### src/rtl/riscv_pkg.sv
`default_nettype none
// +------------------------------------------------------------------+
// | Module   : riscv_pkg                                             |
// | Purpose  : Shared widths, opcode constants, NOP encoding and     |
// |            the fetch FSM state type.                             |
// | Revision : 1.0 - initial release                                 |
// +------------------------------------------------------------------+
package riscv_pkg;

  localparam int XLEN = 32;

  // Major opcodes (instr[6:0])
  localparam logic [6:0] BTYPE = 7'b1100011;
  localparam logic [6:0] RTYPE = 7'b0110011;
  localparam logic [6:0] STORE = 7'b0100011;
  localparam logic [6:0] LOAD  = 7'b0000011;
  localparam logic [6:0] ITYPE = 7'b0010011;
  localparam logic [6:0] JAL   = 7'b1101111;
  localparam logic [6:0] JALR  = 7'b1100111;

  // addi x0, x0, 0
  localparam logic [31:0] NOP = 32'h0000_0013;

  typedef enum logic [1:0] {
    REQ   = 2'd0,
    WAIT  = 2'd1,
    FLUSH = 2'd2,
    HOLD  = 2'd3
  } fetch_state_t;

endpackage
`default_nettype wire

### src/rtl/fetch_unit.sv
`default_nettype none
// +------------------------------------------------------------------+
// | Module   : fetch_unit                                            |
// | Purpose  : Instruction fetch stage. One outstanding imem request, |
// |            valid/ready output to decode, redirect with stale-     |
// |            response flushing.                                    |
// | Revision : 1.0 - initial release                                 |
// +------------------------------------------------------------------+
module fetch_unit #(
  parameter int              XLEN     = riscv_pkg::XLEN,
  parameter logic [XLEN-1:0] RESET_PC = '0
) (
  input  logic            clk,
  input  logic            rst,
  output logic            imem_req,
  output logic [XLEN-1:0] imem_addr,
  input  logic            imem_gnt,
  input  logic            imem_rvalid,
  input  logic [31:0]     imem_rdata,
  input  logic            redirect_valid,
  input  logic [XLEN-1:0] redirect_target,
  output logic            instr_valid,
  input  logic            instr_ready,
  output logic [31:0]     instr_out,
  output logic [XLEN-1:0] instr_pc,
  output logic [6:0]      instr_opcode
);
  import riscv_pkg::*;

  fetch_state_t    r_state;
  fetch_state_t    w_state_next;
  logic [XLEN-1:0] r_pc;
  logic [XLEN-1:0] w_pc_next;
  logic [XLEN-1:0] r_instr_pc;
  logic [31:0]     r_instr;
  logic            r_valid;
  logic            w_capture;
  logic            w_release;
  logic            w_req;
  logic            w_unused_target_lsbs;

  // Redirect targets are word-aligned by dropping the low bits
  assign w_unused_target_lsbs = ^redirect_target[1:0];

  // FSM state register
  always_ff @(posedge clk or posedge rst) begin
    if (rst) r_state <= REQ;
    else     r_state <= w_state_next;
  end

  // Next state, request strobe, capture/release strobes and next PC
  always_comb begin
    w_state_next = r_state;
    w_pc_next    = r_pc;
    w_capture    = 1'b0;
    w_release    = 1'b0;
    w_req        = 1'b0;
    case (r_state)
      REQ: begin
        w_req = 1'b1;
        // A grant together with a redirect makes the response stale
        if (imem_gnt) w_state_next = redirect_valid ? FLUSH : WAIT;
      end
      WAIT: begin
        if (redirect_valid) begin
          // If the response lands in the redirect cycle it is already
          // consumed here, so nothing remains outstanding to flush
          w_state_next = imem_rvalid ? REQ : FLUSH;
        end else if (imem_rvalid) begin
          w_capture    = 1'b1;
          w_state_next = HOLD;
        end
      end
      FLUSH: begin
        if (imem_rvalid) w_state_next = REQ;
      end
      HOLD: begin
        if (redirect_valid) begin
          w_state_next = REQ;
        end else if (instr_ready) begin
          w_release    = 1'b1;
          w_pc_next    = r_pc + XLEN'(4);
          w_state_next = REQ;
        end
      end
      default: w_state_next = REQ;
    endcase
    if (redirect_valid) w_pc_next = {redirect_target[XLEN-1:2], 2'b00};
  end

  // PC, instruction output register and valid flag
  always_ff @(posedge clk or posedge rst) begin
    if (rst) begin
      r_pc       <= RESET_PC;
      r_instr    <= NOP;
      r_instr_pc <= '0;
      r_valid    <= 1'b0;
    end else begin
      r_pc <= w_pc_next;
      if (w_capture) begin
        r_instr    <= imem_rdata;
        r_instr_pc <= r_pc;
      end
      if (w_capture)                        r_valid <= 1'b1;
      else if (w_release || redirect_valid) r_valid <= 1'b0;
    end
  end

  assign imem_req     = w_req;
  assign imem_addr    = r_pc;
  assign instr_valid  = r_valid;
  assign instr_out    = r_instr;
  assign instr_pc     = r_instr_pc;
  assign instr_opcode = r_instr[6:0];

endmodule
`default_nettype wire

### config.mk
export PLATFORM = sky130hd
export DESIGN_NAME = fetch_unit
export DESIGN_NICKNAME = d
export VERILOG_FILES = /design/src/rtl/riscv_pkg.sv /design/src/rtl/fetch_unit.sv
export SDC_FILE = /design/constraint.sdc
export NUM_CORES = 1
export LEC_CHECK = 0
export BUFFER_PORTS_ARGS = -buffer_cell sky130_fd_sc_hd__buf_4
export CAP_MARGIN = 25
export CORE_UTILIZATION = 35
export CTS_BUF_LIST = sky130_fd_sc_hd__clkbuf_8
export CTS_CLUSTER_DIAMETER = 200
export DETAILED_ROUTE_END_ITERATION = 8
export PLACE_DENSITY_LB_ADDON = 0.25
export SYNTH_ARGS = -nofsm -noshare
export SYNTH_HDL_FRONTEND = slang
export SYNTH_SLANG_ARGS = --single-unit
### constraint.sdc
create_clock -name clk -period 5.7 [get_ports clk]
set_input_delay 0.855 -clock clk [delete_from_list [all_inputs] [get_ports clk]]
set_output_delay 0.855 -clock clk [all_outputs]
set_load 0.05 [all_outputs]
# After elaboration in Yosys (flattened, before gate mapping)
# Cells that the tools add are included.
# totals
regBits	99
inputBits	70
word_cells	41
# op_classes
eq_ne	7
n_addsub	1
reduce_logical	7
n_mux	21
# ops
operator	n
32-bit two-way mux	3
32-bit by 3-bit adder with 32-bit output, second input constant	1
2-bit two-way mux	8
1-bit two-way mux	9
2-bit case mux with 4 select lines	1
3-bit inequality test, second input constant	2
2-bit nonzero test	3
2-bit equality test, second input constant	2
2-bit inequality test, second input constant	2
4-bit AND reduction	1
2-bit by 1-bit equality test with 1-bit output, second input constant	1
2-bit logical NOT	1
2-bit AND reduction	1
1-bit logical OR	1

# Depth between registers and ports, before layout
# Gate-level depths: netlist of the first run.
# logic_depth
depth_word	6
depth_mapped	7

# Worst setup path before layout of the first run
# OpenSTA, ideal clock, no wires.
# synth_timing
path_type	flip-flop to flip-flop
from	reg r_pc[2], in the netlist imem_addr[2]
to	reg r_pc[26], in the netlist imem_addr[26]
synth_period_minus_slack_ns	2.447
setup_slack_ns	3.253
arrival_time_ns	2.365
n_path_buf	1
stages_incl_launch_ff	7
cell_sequence	dfrtp_1 -> ha_1 -> nand4_4 -> or4_1 -> buf_2 -> or4_1 -> a31oi_1
# synth_via
elab_chain_len	4
# synth_rtl
item	line_no	source
from (decl)	fetch_unit.sv:32	logic [XLEN-1:0] r_pc;
from (signal assigned)	fetch_unit.sv:99	r_pc <= w_pc_next;
32-bit by 3-bit adder with 32-bit output	fetch_unit.sv:82	w_pc_next = r_pc + XLEN'(4);
32-bit two-way mux	fetch_unit.sv:80	end else if (instr_ready) begin
32-bit two-way mux	fetch_unit.sv:58	case (r_state)
32-bit two-way mux	fetch_unit.sv:88	if (redirect_valid) w_pc_next = {redirect_target[XLEN-1:2], 2'b00};
# Every way passes these cells. The select of a mux whose other input is x is not followed.
# A chain may end at the register's enable or synchronous reset.

# Final worst setup path of the first run
# layout_timing
from	reg r_pc[2], in the netlist imem_addr[2]
to	reg r_pc[28], in the netlist imem_addr[28]
# Same word-level chain as after synthesis.

==> flow_summary.toml, run 1 <==
[outcome]
status = "finished clean"

[timing]
period_minus_slack_ns = 2.58
setup_viol = 0
setup_tns_ns = 0
timing.fmax_mhz = 388
maxSlewHeadroom_pct = 35.0
timing.final.crit_share_pct = 45.2
holdWs_ns = 0.513
tightest_slew_ns = 0.970
maxSlewViolCount = 0
finClkSkew_ns = 0.0131
hold_viol = 0
rsz0062_at_grt = "false"

[min_path]
hold_depth = 1
hold_end = "instr_pc[16]$_DFFE_PP0P_"
hp-class = "reg -> reg"
min_from = "instr_pc[16]$_DFFE_PP0P_"

[setup_path]
critPathArrivalTime_ns = 2.85
start_kind = "register"
crit_buf_inv = 0
cp_cell_sequence = "ha_1 > nand4_4 > or4_1 > or4_1 > a31oi_1"
rr_endpoint = "imem_addr[28]$_DFFE_PP0P_"
worstSetupPathType = "reg -> reg"
r2r_start = "imem_addr[2]$_DFFE_PP0P_"
regToRegSetupSlack_ns = 3.12
rr_worst_depth = 5
crit_top_cell = "or4_1"
worstPathMaxFanout = 17
endpoint_kind = "register"
slowest_stage = "or4_1"
critPathMaxStageDelay_ns = 0.83
critPathTopFamily = "simple AND/OR/NAND/NOR gates"
crit_required_ns = 5.97

[clocking]
cts_sinks = 95
cts-root-buf = "clkbuf_8"
insertion_delay_ns = 0.36
post_cts_buffers = 0
cts_buffers = 9
cts.clk_slew.worst_paths_ns = 0.09
cts_max_level = 3
tritoncts = "yes"
clockBufferDepth = 2
cts_hold_buf = 0
cts_resized = 0

[yosys]
synth_edf_count = 0
synthArstFlopShare_pct = 100
seq_area_frac_synth_pct = 55.1
yosys_warnings = 0
syn_inst = 369
netlist_area_mm2 = 0.00432
synth_commonest_cells = "92 x dfrtp_1, 62 x mux2_2, 23 x nor2_1"
yosys.area.top_type = "dfrtp_1"
netlist_top_cells_area = "dfrtp_1 53%, mux2_2 16%, a31oi_1 2.5%"
yosysMostFrequentCell = "dfrtp_1"
yosys.area.top_type_share_pct = 53.3
synth_ff_type = "dfrtp_1"
synth_cell_types = 43
synth_area_per_cell_um2 = 11.7
ys_ff_latch = 95

[final_layout]
layout-drive-gt1-share_pct = 47.9
syn2layout_area_growth_pct = 34.7
nFillCells = 1112
antenna_cells = 0
nets = 594

[placed_design]
post-dp-hpwl_um = 7460
io_buffers = 168
gp_congestion = 0.757

[die]
die_width_um = 113
start_util_pct = 36.0
die_h_um = 113
rows = 40
dieArea_mm2 = 0.0128
io_pins = 175
coreArea_mm2 = 0.0120

[global_routing]
met3_usage_pct = 4.18
grt_max_degree = 52
antenna_found_initial = 0
gr-total-overflow = 0
grt_use_total_pct = 16.9
grt_pass1_wl_um = 17100
grt_use_met2_pct = 26.6
grtUsageMet1_pct = 22.7
top_usage_layer = "met2"
grt_pass1_vias = 3314

[pwr]
switching_share_pct = 48.9
fin_total_pwr_mw = 3.26
p_leak_nw = 2.63
p_clk_share_pct = 12.4
p_sw_mw = 1.60
combinationalPowerShare_pct = 54.2
intPower_mw = 1.67
ir_drop_v = 0.000343
seq_power_share_pct = 33.4
powerDensity_mw_per_mm2 = 561

[route]
drt_first_iter_violations = 143
detail_route.vias_per_cell = 5.02
vias = 3390
dr.pass1.iters = 4
drcViolationCount = 0
post_drt_wl_per_cell_um = 15.5
ant_nets = 0
wl_um = 10500

[flow_run]
cap_violations = 0
power by group through the flow:
stage	Clock, mW	Sequential (mW)	Combinational [mW]
6_report	0.404	1.09	1.77
5_1_grt	0.445	1.13	1.84
4_1_cts	0.417	1.09	1.78
3_5_place_dp	0	1.11	1.78
3_3_place_gp	0	1.09	1.77
2_1_floorplan	0	1.93	0.432
through the flow:
stage	instance area [um^2]	utilization [%]	cells	setup WS, ns
final	5820	48.4	675	3.12
after global routing	5820	48.4	675	2.95
after CTS	5820	48.4	675	3.10
after detailed placement	5650	47.0	659	2.87
after global placement	5650	47.0	659	2.90
after floorplan	4330	-	372	2.37
worst max-delay path by stage:
| stage | start | endpoint | slack (ns) | cells past startpoint |
|---|---|---|---|---|
| after CTS | imem_addr[2]$_DFFE_PP0P_ | imem_addr[28]$_DFFE_PP0P_ | 3.10 | 5 |
| after global routing | imem_addr[2]$_DFFE_PP0P_ | imem_addr[28]$_DFFE_PP0P_ | 2.95 | 5 |
| after floorplan | rst | imem_addr[10]$_DFFE_PP0P_ | 2.37 | 1 |
| after global placement | instr_ready | imem_addr[28]$_DFFE_PP0P_ | 2.90 | 5 |
| after detailed placement | instr_ready | imem_addr[28]$_DFFE_PP0P_ | 2.87 | 5 |
| final | imem_addr[2]$_DFFE_PP0P_ | imem_addr[28]$_DFFE_PP0P_ | 3.12 | 5 |
cell families (layout without fill, tap and decap cells):
family                   count (synthesis)  in the layout  synth area share [%]
AO/OA/AOI/OAI                           56             56                  8.16
XOR/XNOR                                10             10                  2.03
adder cells (fa/ha/maj)                  1              1                 0.289
buffers and inverters                   38            194                  4.55
flip-flops                              95             95                  55.1
multiplexers                            63             63                  16.4
other                                    1              4                0.0868
AND/OR/NAND/NOR                        105            105                  13.4
sequential cells by signal, indices dropped and copies added, names as in the netlist:
signal       flops
imem_addr       30
instr_out       32
instr_pc        30
instr_valid      1
r_state          2
final cells by class:
| class | count | area, um^2 | share of cell area [%] |
|---|---|---|---|
| inverters | 7 | 28.8 | 0.495 |
| repair buffers | 171 | 1280 | 22.1 |
| flip-flops and latches | 95 | 2380 | 40.9 |
| well taps | 147 | 184 | 3.16 |
| multi-input cells | 239 | 1770 | 30.4 |
| clock buffers | 11 | 151 | 2.60 |
| clock inverters | 5 | 20.0 | 0.344 |
per-layer routing:
metal | share of wire [%] | vias to the layer above
met5 | 0 | -
met2 | 46 | 106
met3 | 6.0 | 14
met1 | 46 | 1633
met4 | 1.7 | 0
li1 | - | 1637
cell usage in the layout, fill, tap and decap left out, types with 2 or more instances in the layout:
cell type	Yosys	routed
buf_4	12	171
dfrtp_1	92	92
mux2_2	62	62
nor2_1	23	23
nand2_1	21	21
o21ai_0	19	19
a31oi_1	17	17
nand3_1	12	12
or4_1	12	12
o31ai_1	11	11
clkbuf_8	0	11
inv_1	6	9
nand4_1	9	9
or3_1	8	8
xnor2_1	7	7
and4_1	6	6
conb_1	1	4
xor2_1	3	3
dfstp_2	3	3
and2_1	2	2
nor2b_1	2	2
nand2b_1	2	2
a21oi_1	2	2
nor3_1	2	2
No activity file was read; power rests on OpenSTA's default activity.
==> run 2, diff against run 1 <==
clock period = 2.65 ns   (was 5.7 ns; I/O delays follow)
==> run 2 against run 1 <==
- clock-buffer cell count is 2 lower
- sequential share of layout area is 0.18 points lower
- clock skew is 0.0051 ns lower
- largest power group unchanged
- critical endpoint unchanged
- critical path depth is 1 higher
- first-iteration DRC count is 11% lower
- final cell count is 0.59% higher
- combinational power is 120% higher
- sequential power is 120% higher
- non-clock buffer count is 4 higher
- critical path type unchanged
- highest routed layer unchanged
==> flow_summary.toml, run 2 (synthesized netlist as in run 1, its figures left out) <==
[global_routing]
grt_max_degree = 41
grt_use_total_pct = 17.5
grt_pass1_wl_um = 17300
antenna_found_initial = 0
gr-total-overflow = 0
grt_pass1_vias = 3334

[timing]
rsz0062_at_grt = "false"
hold_viol = 0
maxSlewHeadroom_pct = 55.3
finClkSkew_ns = 0.00797
timing.fmax_mhz = 425
tightest_slew_ns = 0.664
setup_viol = 0
setup_tns_ns = 0
maxSlewViolCount = 0
fin_ws_ns = 0.296
period_minus_slack_ns = 2.35
timing.final.crit_share_pct = 88.8

[final_layout]
layout-drive-gt1-share_pct = 48.1
largest_reg_flops = 32
nets = 598
nFillCells = 1115
final_core_util_pct = 48.7
antenna_cells = 0
stdcell_count = 679
final_common_cell = "buf_4"
regArea_mm2 = 0.00238
multi_input_area_mm2 = 0.00177
design_area_mm2 = 0.00584
syn2layout_area_growth_pct = 35.2
layout_common_cells = "174 x buf_4, 92 x dfrtp_1, 62 x mux2_2"

[setup_path]
worstPathMaxFanout = 17
cp_cell_sequence = "ha_1 > nand4_4 > or4_1 > buf_4 > or4_1 > a31oi_1"
crit_top_cell = "or4_1"
critPathArrivalTime_ns = 2.65
endpoint_kind = "register"
worstSetupPathType = "reg -> reg"
crit_required_ns = 2.94
critPathMaxStageDelay_ns = 0.54
crit_buf_inv = 1
start_kind = "register"
critPathTopFamily = "simple AND/OR/NAND/NOR gates"
slowest_stage = "or4_1"

[die]
rows = 40
dieArea_mm2 = 0.0128
io_pins = 175
die_width_um = 113
coreArea_mm2 = 0.0120
start_util_pct = 36.0
die_h_um = 113

[clocking]
cts.clk_slew.worst_paths_ns = 0.09
cts_hold_buf = 0
post_cts_buffers = 0
cts_resized = 0
cts_buffers = 9
insertion_delay_ns = 0.37
cts-root-buf = "clkbuf_8"
tritoncts = "yes"
clockBufferDepth = 2
cts_max_level = 3
cts_sinks = 95

[placed_design]
io_buffers = 168
dp_cells = 663
dpl-instance-area_mm2 = 0.00569
post-dp-hpwl_um = 7750
pre_cts_ws_ns = 0.312
gp_congestion = 0.778

[flow_run]
cap_violations = 0

[route]
detail_route.vias_per_cell = 5.07
drt_first_iter_violations = 127
drcViolationCount = 0
post_drt_wl_per_cell_um = 15.9
ant_nets = 0
dr.pass1.iters = 4
wl_um = 10800
vias = 3444

[pwr]
ir_drop_v = 0.000592
powerDensity_mw_per_mm2 = 1190
p_leak_nw = 2.65

[outcome]
status = "finished clean"

[min_path]
hp-class = "in -> async"
## run 2: cell types whose count changed in the layout (fill, tap and decap cells not counted)
| cell | previous run | this run |
|---|---|---|
| clkinv_2 | 1 | 2 |
| buf_12 | 0 | 1 |
| inv_1 | 9 | 10 |
| clkinvlp_4 | 0 | 1 |
| inv_4 | 1 | 0 |
| clkbuf_8 | 11 | 9 |
| buf_4 | 171 | 174 |
## run 2: layout make-up
cell class | instances | share of cell area [%]
inverters | 7 | 0.514
multi-input cells | 239 | 30.3
clock buffers | 9 | 2.12
flip-flops and latches | 95 | 40.7
repair buffers | 175 | 22.7
clock inverters | 7 | 0.492
well taps | 147 | 3.15
## run 2: final timing paths
check	to	cells past startpoint	slack, ns	start
worst max-delay path	imem_addr[28]$_DFFE_PP0P_	6	0.30	imem_addr[3]$_DFFE_PP0P_
worst min-delay path	instr_out[28]$_DFFE_PP0P_	2	0.12	rst
worst max register to register	imem_addr[28]$_DFFE_PP0P_	6	0.30	imem_addr[3]$_DFFE_PP0P_
worst min register to register	instr_pc[17]$_DFFE_PP0P_	1	0.51	instr_pc[17]$_DFFE_PP0P_
max in group asynchronous	instr_out[4]$_DFFE_PP1P_	3	1.76	rst
min in group clk	imem_addr[9]$_DFFE_PP0P_	3	0.24	redirect_target[9]
## run 2: per-layer routing
metal / vias up / GRT usage [%] / routed length, um
met5: - / 0 / 0
met4: 0 / 5.35 / 177
met3: 12 / 6.11 / 725
met2: 105 / 28.2 / 5150
met1: 1678 / 22.0 / 4740
li1: 1649 / - / -
## run 2: through the flow
stage               power, mW  hold WS, ns
finish                   6.96        0.117
global route             7.29        0.154
CTS                      7.06        0.120
detailed placement       6.23        0.497
global placement         6.16        0.491
floorplan                5.08        0.518
## run 2: worst reg2reg max path, cell delays in order, from the launching register on
cell	delay [ns]
dfrtp_1	0.48
ha_1	0.24
nand4_4	0.13
or4_1	0.54
buf_4	0.21
or4_1	0.51
a31oi_1	0.18
## run 2: power by group
part           internal, mW  total, mW  switching (mW)
Combinational          1.22       3.81            2.59
Clock                 0.322      0.808           0.486
Sequential             1.99       2.35           0.358
Total                  3.53       6.96            3.43
